File: src/rtl/gate_io_pkg.sv
// Shared types for the three-input gate conditioning path.
package gate_io_pkg;

    // Conditioned vector feeding the gate, bit order {in1,in2,in3}, in1 = MSB.
    typedef logic [2:0] gate_vec_t;

    // Debounce tracker state.
    typedef enum logic [1:0] {
        INIT,
        STABLE,
        CONFIRM
    } db_state_t;

    // Depth of the input synchroniser.
    localparam int SYNC_STAGES = 2;

endpackage : gate_io_pkg

File: src/rtl/sync2.sv
// Parameterised-width two-flop synchroniser with asynchronous active-low reset.
module sync2 #(
    parameter int W = 1
) (
    input  logic         clk,
    input  logic         rst_n,
    input  logic [W-1:0] d,
    output logic [W-1:0] q
);

    logic [W-1:0] meta;

    // Two back-to-back flops give the first stage a full cycle to resolve.
    always_ff @(posedge clk or negedge rst_n) begin
        if (!rst_n) begin
            meta <= '0;
            q    <= '0;
        end else begin
            // NOTE: non-blocking assignments make both flops sample the old values, forming a real two-stage pipeline.
            meta <= d;
            q    <= meta;
        end
    end

endmodule : sync2

File: src/rtl/input_debounce3.sv
// Debounces three raw inputs into glitch-free levels for a 3-input gate.
// Each input is synchronised, then a new 3-bit vector is accepted only after
// it has been sampled STABLE_CYCLES consecutive times.
// Optional feature: define CHANGE_CNT_EN to add the saturating change_cnt port.
// rst_n is assumed to be released synchronously to clk by the reset tree.
module input_debounce3
    import gate_io_pkg::*;
#(
    parameter int STABLE_CYCLES = 4,
    parameter int CHG_W         = 8
) (
    input  logic             clk,
    input  logic             rst_n,
    input  logic             in1_raw,
    input  logic             in2_raw,
    input  logic             in3_raw,
    input  logic             sample_en,
    output logic             in1,
    output logic             in2,
    output logic             in3,
    output logic             valid,
    output logic             changed
`ifdef CHANGE_CNT_EN
    ,
    output logic [CHG_W-1:0] change_cnt
`endif
);

    localparam int CNT_W   = $clog2(STABLE_CYCLES + 1);
    localparam int PRIME_W = $clog2(SYNC_STAGES + 1);

    localparam logic [CNT_W-1:0]   CNT_MAX   = CNT_W'(STABLE_CYCLES);
    localparam logic [PRIME_W-1:0] PRIME_MAX = PRIME_W'(SYNC_STAGES);

    if (STABLE_CYCLES < 1) begin : g_bad_stable_cycles
        $error("input_debounce3: STABLE_CYCLES must be >= 1");
    end
    if (CHG_W < 1) begin : g_bad_chg_w
        $error("input_debounce3: CHG_W must be >= 1");
    end

    gate_vec_t           s;
    gate_vec_t           cand;
    gate_vec_t           cand_nxt;
    gate_vec_t           out_vec;
    logic [CNT_W-1:0]    cnt;
    logic [CNT_W-1:0]    cnt_nxt;
    logic [PRIME_W-1:0]  prime_cnt;
    logic                primed;
    logic                take;
    logic                hit;
    logic                accept_change;
    db_state_t           state;

    sync2 #(
        .W ($bits(gate_vec_t))
    ) u_sync (
        .clk   (clk),
        .rst_n (rst_n),
        .d     ({in1_raw, in2_raw, in3_raw}),
        .q     (s)
    );

    // The synchroniser holds reset zeros for its first edges; samples are only
    // trusted once it has been filled with real input data.
    assign primed = (prime_cnt == PRIME_MAX);

    // Next candidate/count and the accept decision for this edge.
    always_comb begin
        // NOTE: every output gets a default first so no path leaves it unassigned, which would infer a latch.
        take     = sample_en && primed;
        cand_nxt = cand;
        cnt_nxt  = cnt;
        if (take) begin
            if (s != cand) begin
                cand_nxt = s;
                cnt_nxt  = CNT_W'(1);
            end else if (cnt != CNT_MAX) begin
                cnt_nxt = cnt + 1'b1;
            end
        end
        // Accept only on the edge the count reaches the target, not while it sits saturated.
        hit           = take && (cnt_nxt == CNT_MAX) && ((cnt != CNT_MAX) || (s != cand));
        accept_change = hit && ((state == INIT) || (cand_nxt != out_vec));
    end

    // Candidate vector, stability count and synchroniser fill tracking.
    always_ff @(posedge clk or negedge rst_n) begin
        // NOTE: only control/datapath registers are reset here; there is no memory array to clear.
        if (!rst_n) begin
            cand      <= '0;
            cnt       <= '0;
            prime_cnt <= '0;
        end else begin
            cand <= cand_nxt;
            cnt  <= cnt_nxt;
            if (!primed) begin
                prime_cnt <= prime_cnt + 1'b1;
            end
        end
    end

    // Debounce FSM with registered gate outputs and status.
    always_ff @(posedge clk or negedge rst_n) begin
        if (!rst_n) begin
            state   <= INIT;
            out_vec <= '0;
            valid   <= 1'b0;
            changed <= 1'b0;
        end else begin
            changed <= 1'b0;
            if (hit) begin
                state <= STABLE;
                if (accept_change) begin
                    out_vec <= cand_nxt;
                    changed <= 1'b1;
                    valid   <= 1'b1;
                end
            end else if (take) begin
                unique case (state)
                    STABLE:  if (cand_nxt != out_vec) state <= CONFIRM;
                    CONFIRM: if (s == out_vec)        state <= STABLE;
                    default: ;
                endcase
            end
        end
    end

    assign {in1, in2, in3} = out_vec;

`ifdef CHANGE_CNT_EN
    // Saturating count of accepted output changes.
    always_ff @(posedge clk or negedge rst_n) begin
        if (!rst_n) begin
            change_cnt <= '0;
        end else if (accept_change && (change_cnt != {CHG_W{1'b1}})) begin
            change_cnt <= change_cnt + 1'b1;
        end
    end
`endif

endmodule : input_debounce3

File: config.mk
export PLATFORM = sky130hd
export DESIGN_NAME = input_debounce3
export DESIGN_NICKNAME = d
export VERILOG_FILES = /design/src/rtl/gate_io_pkg.sv /design/src/rtl/sync2.sv /design/src/rtl/input_debounce3.sv
export SDC_FILE = /design/constraint.sdc
export NUM_CORES = 1
export LEC_CHECK = 0
export CAP_MARGIN = 20
export CORE_ASPECT_RATIO = 0.6
export CORE_MARGIN = 2
export CORE_UTILIZATION = 45
export DETAILED_ROUTE_END_ITERATION = 8
export PLACE_DENSITY = 0.66
export SYNTH_ARGS = -nofsm -noshare
export SYNTH_HDL_FRONTEND = slang
export SYNTH_SLANG_ARGS = --single-unit
File: constraint.sdc
create_clock -name clk -period 2.5 [get_ports clk]
set_input_delay 0.375 -clock clk [delete_from_list [all_inputs] [get_ports clk]]
set_output_delay 0.375 -clock clk [all_outputs]
set_load 0.005 [all_outputs]
---- After elaboration in Yosys (flattened, before gate mapping) ----
Cells that the tools add are included.
storage, ports and cells
  input bits .............................. 6
  logic and storage cells ................. 44
  register bits after elaboration ......... 21
  output and inout port bits .............. 5
operators by class
  add/sub/neg operators ................... 2
  equality and inequality tests ........... 10
  reduce and logical (&&, ||, !) cells .... 11
  mux-type cells .......................... 12
operator list
  operator                                                         number
  3-bit 2-to-1 mux                                                 5
  3-bit != test, second input constant                             3
  2-bit 2-to-1 mux                                                 4
  3-bit != test                                                    2
  2-bit == test, second input constant                             2
  1-bit logical AND                                                4
  2-bit case mux with 2 select lines                               1
  4-bit AND reduction                                              1
  3-bit by 1-bit adder with 3-bit output, second input constant    1
  3-bit == test                                                    1
  3-bit == test, second input constant                             1
  3-bit nonzero test                                               1
  2-bit by 1-bit adder with 2-bit output, second input constant    1
  2-bit by 1-bit == test with 1-bit output, second input constant  1
  2-bit zero test                                                  1
  1-bit logical OR                                                 2
  1-bit 2-to-1 mux                                                 2
  2-bit AND reduction                                              1
  2-bit nonzero test                                               1

---- Depth between registers and ports, before layout ----
  word-level depth ........................ 10
  mapped depth ............................ 8
  mapped depth without buffers ............ 7

---- Modules after synthesis ----
Synthesis repeated with hierarchy kept, for this count alone.
second synthesis, totals
  cell total of the unflattened synthesis .. 75
  area total of the unflattened synthesis .. 954.7 um2
modules (own cells, without submodules)
  module           area an instance (um2)  instances  sequential area each (um2)  cells an instance
  input_debounce3  804.5                   1          375.4                       69
  sync2            150.1                   1          150.1                       6

---- Least setup slack after synthesis ----
OpenSTA, ideal clock, no wires.
  path kind ............................... reg2reg
  start point ............................. reg cnt[0]
  end point ............................... reg out_vec[1]
  clock period less this slack ............ 2076 ps
  path slack .............................. 424 ps
  stages on the path, launching flop included .. 7
  data required time ...................... 2372 ps
  library setup time ...................... 128 ps
  buffers on the path ..................... 0
  arrival ................................. 1948 ps
  cell sequence ........................... dfrtp_1 -> ha_1 -> nor3b_1 -> a21oi_1 -> or4b_1 -> a41oi_2 -> mux2_1
on the way
  word-level cells in the longest chain between the ends .. 9
  elaborated cells on any way between the ends .. 11
  those cells by class .................... 1 x add/sub; 2 x eq/ne; 3 x mux; 5 x reduce/logical
RTL lines
  item                                                                     line                                                                 RTL
  from (decl)                                                              input_debounce3.sv:46                                                logic [CNT_W-1:0] cnt;
  from (signal assigned)                                                   input_debounce3.sv:96                                                cnt <= cnt_nxt;
  3-bit by 1-bit adder with 3-bit output or 3-bit != test (tied branches)  input_debounce3.sv:79, input_debounce3.sv:78, input_debounce3.sv:83
  3-bit 2-to-1 mux                                                         input_debounce3.sv:78                                                end else if (cnt != CNT_MAX) begin
  3-bit 2-to-1 mux                                                         input_debounce3.sv:75                                                if (s != cand) begin
  3-bit 2-to-1 mux                                                         input_debounce3.sv:74                                                if (take) begin
  3-bit == test                                                            input_debounce3.sv:83                                                hit = take && (cnt_nxt == CNT_MAX) && ((cnt != CNT_MAX) || (s != cand));
  1-bit logical AND                                                        input_debounce3.sv:83
  1-bit logical AND (*)                                                    input_debounce3.sv:83
  1-bit logical AND                                                        input_debounce3.sv:84                                                accept_change = hit && ((state == INIT) || (cand_nxt != out_vec));
  2-bit AND reduction (no line) (*)                                        n/a
  to (signal assigned)                                                     input_debounce3.sv:115                                               out_vec <= cand_nxt;
  to (decl)                                                                input_debounce3.sv:45                                                gate_vec_t out_vec;
Mark *: on every way between the ends. The rest lies on a longest branch, timed or not.
A chain may end at the register's enable or synchronous reset.

---- Worst setup path in the final report ----
  start point ............................. reg prime_cnt[0]
  end point ............................... reg out_vec[1]
on the way
  elaborated cells on any way between the ends .. 11
  those cells by class .................... 3 x eq/ne; 2 x mux; 6 x reduce/logical
RTL lines
  item                           line                   RTL
  from (decl)                    input_debounce3.sv:48  logic [PRIME_W-1:0] prime_cnt;
  from (signal assigned)         input_debounce3.sv:98  prime_cnt <= prime_cnt + 1'b1;
  2-bit == test                  input_debounce3.sv:66  assign primed = (prime_cnt == PRIME_MAX);
  1-bit logical AND              input_debounce3.sv:71  take = sample_en && primed;
  3-bit 2-to-1 mux               input_debounce3.sv:74
  via cand_nxt[0]                input_debounce3.sv:44  gate_vec_t cand_nxt;
  3-bit != test                  input_debounce3.sv:84
  1-bit logical OR               input_debounce3.sv:84
  1-bit logical AND              input_debounce3.sv:84
  2-bit AND reduction (no line)  n/a
The timed path passes the listed nets, and every way through them passes these cells.

==> metrics.md <==
| Metric | Value |
|---|---|
| Hold path startpoint | `u_sync.meta[2]` |
| Initial antenna violation count | `0` |
| Crit-path max cell delay | `0.41 ns` |
| Crit-path max FO | `10` |
| Largest net degree at the start of global routing | `13` |
| Period utilization | `a little over 90%` |
| Final Hold Vio Count | `0` |
| Mapped cell area | `972 um^2` |
| Fin area | `0.00113 mm^2` |
| I/O Buffers | `10` |
| Grt total ovfl | `0` |
| Area delta synth->final | `16.7%` |
| Initial Util | `between 50% and 60%` |
| Cell Area, Placed | `0.00111 mm^2` |
| Post-CTS Setup Repair Bufs | `0` |
| Die area | `0.00256 mm^2` |
| Final setup viols | `0` |
| Post-synth top area share | `54.1%` |
| Rows | `12` |
| Post-synth ARST share | `100%` |
| Synth warn | `0` |
| Die width | `64.0 um` |
| Post-route ant nets | `0` |
| Placed cells | `120` |
| Worst skew pair latency | `roughly 0.31 ns` |
| Reg2reg start | `prime_cnt[0]` |
| Slew Limit Fails | `0` |
| Gate Count Post-Synth | `82` |
| Synth cell types | `28` |
| Pwr dens | `640 mW/mm^2` |
| Worst vdd ir | `about 0.37 mV` |
| Achievable frequency | `approximately 440 MHz` |
| DP Worst Slack | `between 0.1 and 0.15 ns` |
| Final core occ | `58.6%` |
| Min-Delay Path Class | `reg2reg` |
| Layout Skew | `0.00286 ns` |
| Crit path kind | `reg2reg` |
| WL final | `roughly 1600 um` |
| Layout cell share with drive strength beyond 1 | `12.5%` |
| Synth area leaders | `dfrtp_1, xnor2_1, ha_1` |
| Worst slew pin tran | `0.482 ns` |
| MaxCap Viol Count | `0` |
| Crit path cell chain | `inv_1 > ha_1 > nand2_2 > mux2_1 > xnor2_1 > a41oi_2 > mux2_1` |
| Leakage power | `0.000486 uW` |
| CP delay by family, top | `multiplexers` |
| Clock transition at path regs | `0.11 ns` |
| Min setup slack post-route | `roughly 0.22 ns` |
| DRC viols | `0` |
| Critical path's slowest cell | `dfrtp_1` |
| #FFs+latches synth | `21` |
| Post-Synthesis Net Count | `between 90 and 100` |
| Post-synthesis sequential area ratio | `54.1%` |
| Total CTS buffers | `3` |
| Overall die height | `roughly 40 um` |
| Vias in the first global route | `around 600` |
| Avg Cell Area, Syn | `11.9 um^2` |
| Nets | `between 100 and 150` |
| CTS Root Cell | `clkbuf_4` |
| Global-route usage over all layers | `15.2%` |
| Drt wl/cell | `around 13 um` |
| Via-to-Cell Ratio | `just over 5` |
| CP startpoint | `prime_cnt[0]` |
| Crit end category | `flop` |
| CTS sink count | `21` |
| CTS tree | `yes` |
| Number of synthesized flops with an enable pin | `0` |
| Via count | `632` |
| RSZ-0062 raised after global routing | `false` |
| HPWL after detailed placement | `roughly 1300 um` |
| Startpoint types | `flop` |
| Crit path buffers/inverters | `1` |
| Max Root-Sink Buffers | `2` |
| IO Pins | `11` |
| Status | `complete, no violations` |
| Post-layout min period | `2.28 ns` |
| Reg2reg setup slack | `0.22 ns` |
| Post-synth top flop | `dfrtp_1` |
| Layout Cells excl Fill | `roughly 120` |
| TNS Setup | `0 ns` |
| DR iter-0 viols | `just under 70` |
| Data arrival, critical path | `roughly 2.5 ns` |
| H-tree depth | `1` |
| Hold-fix buffers, CTS | `0` |
| Antenna diodes | `0` |
| Req. time, crit path | `around 2.7 ns` |
| First-pass GRT wire length | `2700 um` |
| Placer congestion estimate | `approximately 0.74` |
| Post-cts resize count | `0` |
| Worst path most repeated cell | `mux2_1` |
| Biggest area consumer among synthesized cells | `dfrtp_1` |
| DRT Pass-1 Iters | `4` |
| Area of the core | `0.00194 mm^2` |
| Slew Limit Headroom | `67.8%` |
-- flip-flops by register name, summed over array words and instances (netlist names) --
| name | count |
|---|---|
| cand | 3 |
| cnt | 3 |
| out_vec | 3 |
| u_sync.meta | 3 |
| u_sync.q | 3 |
| prime_cnt | 2 |
| state | 2 |
| changed | 1 |
| valid | 1 |
-- synthesized netlist by cell type (2+ instances only) --
cell type and count:
a21oi_1 5, a31oi_1 4, dfrtp_1 21, ha_1 3, inv_1 5, mux2_1 2, mux2_2 2, nand2_1 5
nand3_1 3, nor2_1 3, o21ai_0 3, o21ai_1 2, xnor2_1 6, xor2_1 4
-- placed cells by master (no fill, tap or decap), drive strengths merged, types with 4 or more instances in the layout --
cell | netlist | routed
o21ai | 5 | 5
dfrtp | 21 | 21
a31oi | 4 | 4
mux2 | 4 | 4
xor2 | 4 | 4
nand2 | 6 | 6
a21oi | 5 | 5
clkdlybuf4s50 | 0 | 10
xnor2 | 6 | 6
inv | 5 | 5
-- final timing paths --
check,to,depth (start not counted)
worst max-delay path,out_vec[1],7
worst min-delay path,u_sync.q[2],0
worst max register to register,out_vec[1],7
worst min register to register,u_sync.q[2],0
max in group asynchronous,cnt[0],2
min in group asynchronous,u_sync.meta[1],1
-- routing by layer --
layer	vias to the layer above	track usage, %	routed length, um
li1	313	-	-
met1	307	20.4	836
met2	10	24.0	691
met3	2	5.90	69
met4	0	3.26	10
met5	-	0	0
-- kinds of logic after synthesis --
kind of cell             count (synthesis)  synth area share, %
AND/OR/NAND/NOR                         20                 13.6
multiplexers                             5                 5.66
flip-flops                              21                 54.1
AO/OA/AOI/OAI                           17                 11.1
adder cells (fa/ha/maj)                  3                 3.86
XOR/XNOR                                10                 9.01
buffers and inverters                    6                 2.70
-- area by class of cell --
type,count,area (um^2)
timing repair buffer,11,108
clock buffer,3,22.5
clock inverter,1,5.00
sequential,21,526
multi-input combinational,55,420
inverter,5,18.8
fill,169,802
tap,28,35.0
-- per-stage QoR --
step	power [uW]	hold WS [ns]
after floorplan	510	0.0794
after global placement	568	0.333
after detailed placement	573	0.343
after CTS	734	0.369
after global routing	772	0.382
final	726	0.366
-- power breakdown --
group	internal, uW	switching [uW]
clock network	59.8	102
logic	81.0	79.6
registers	372	32.4
(Power assumes the default switching activity.)
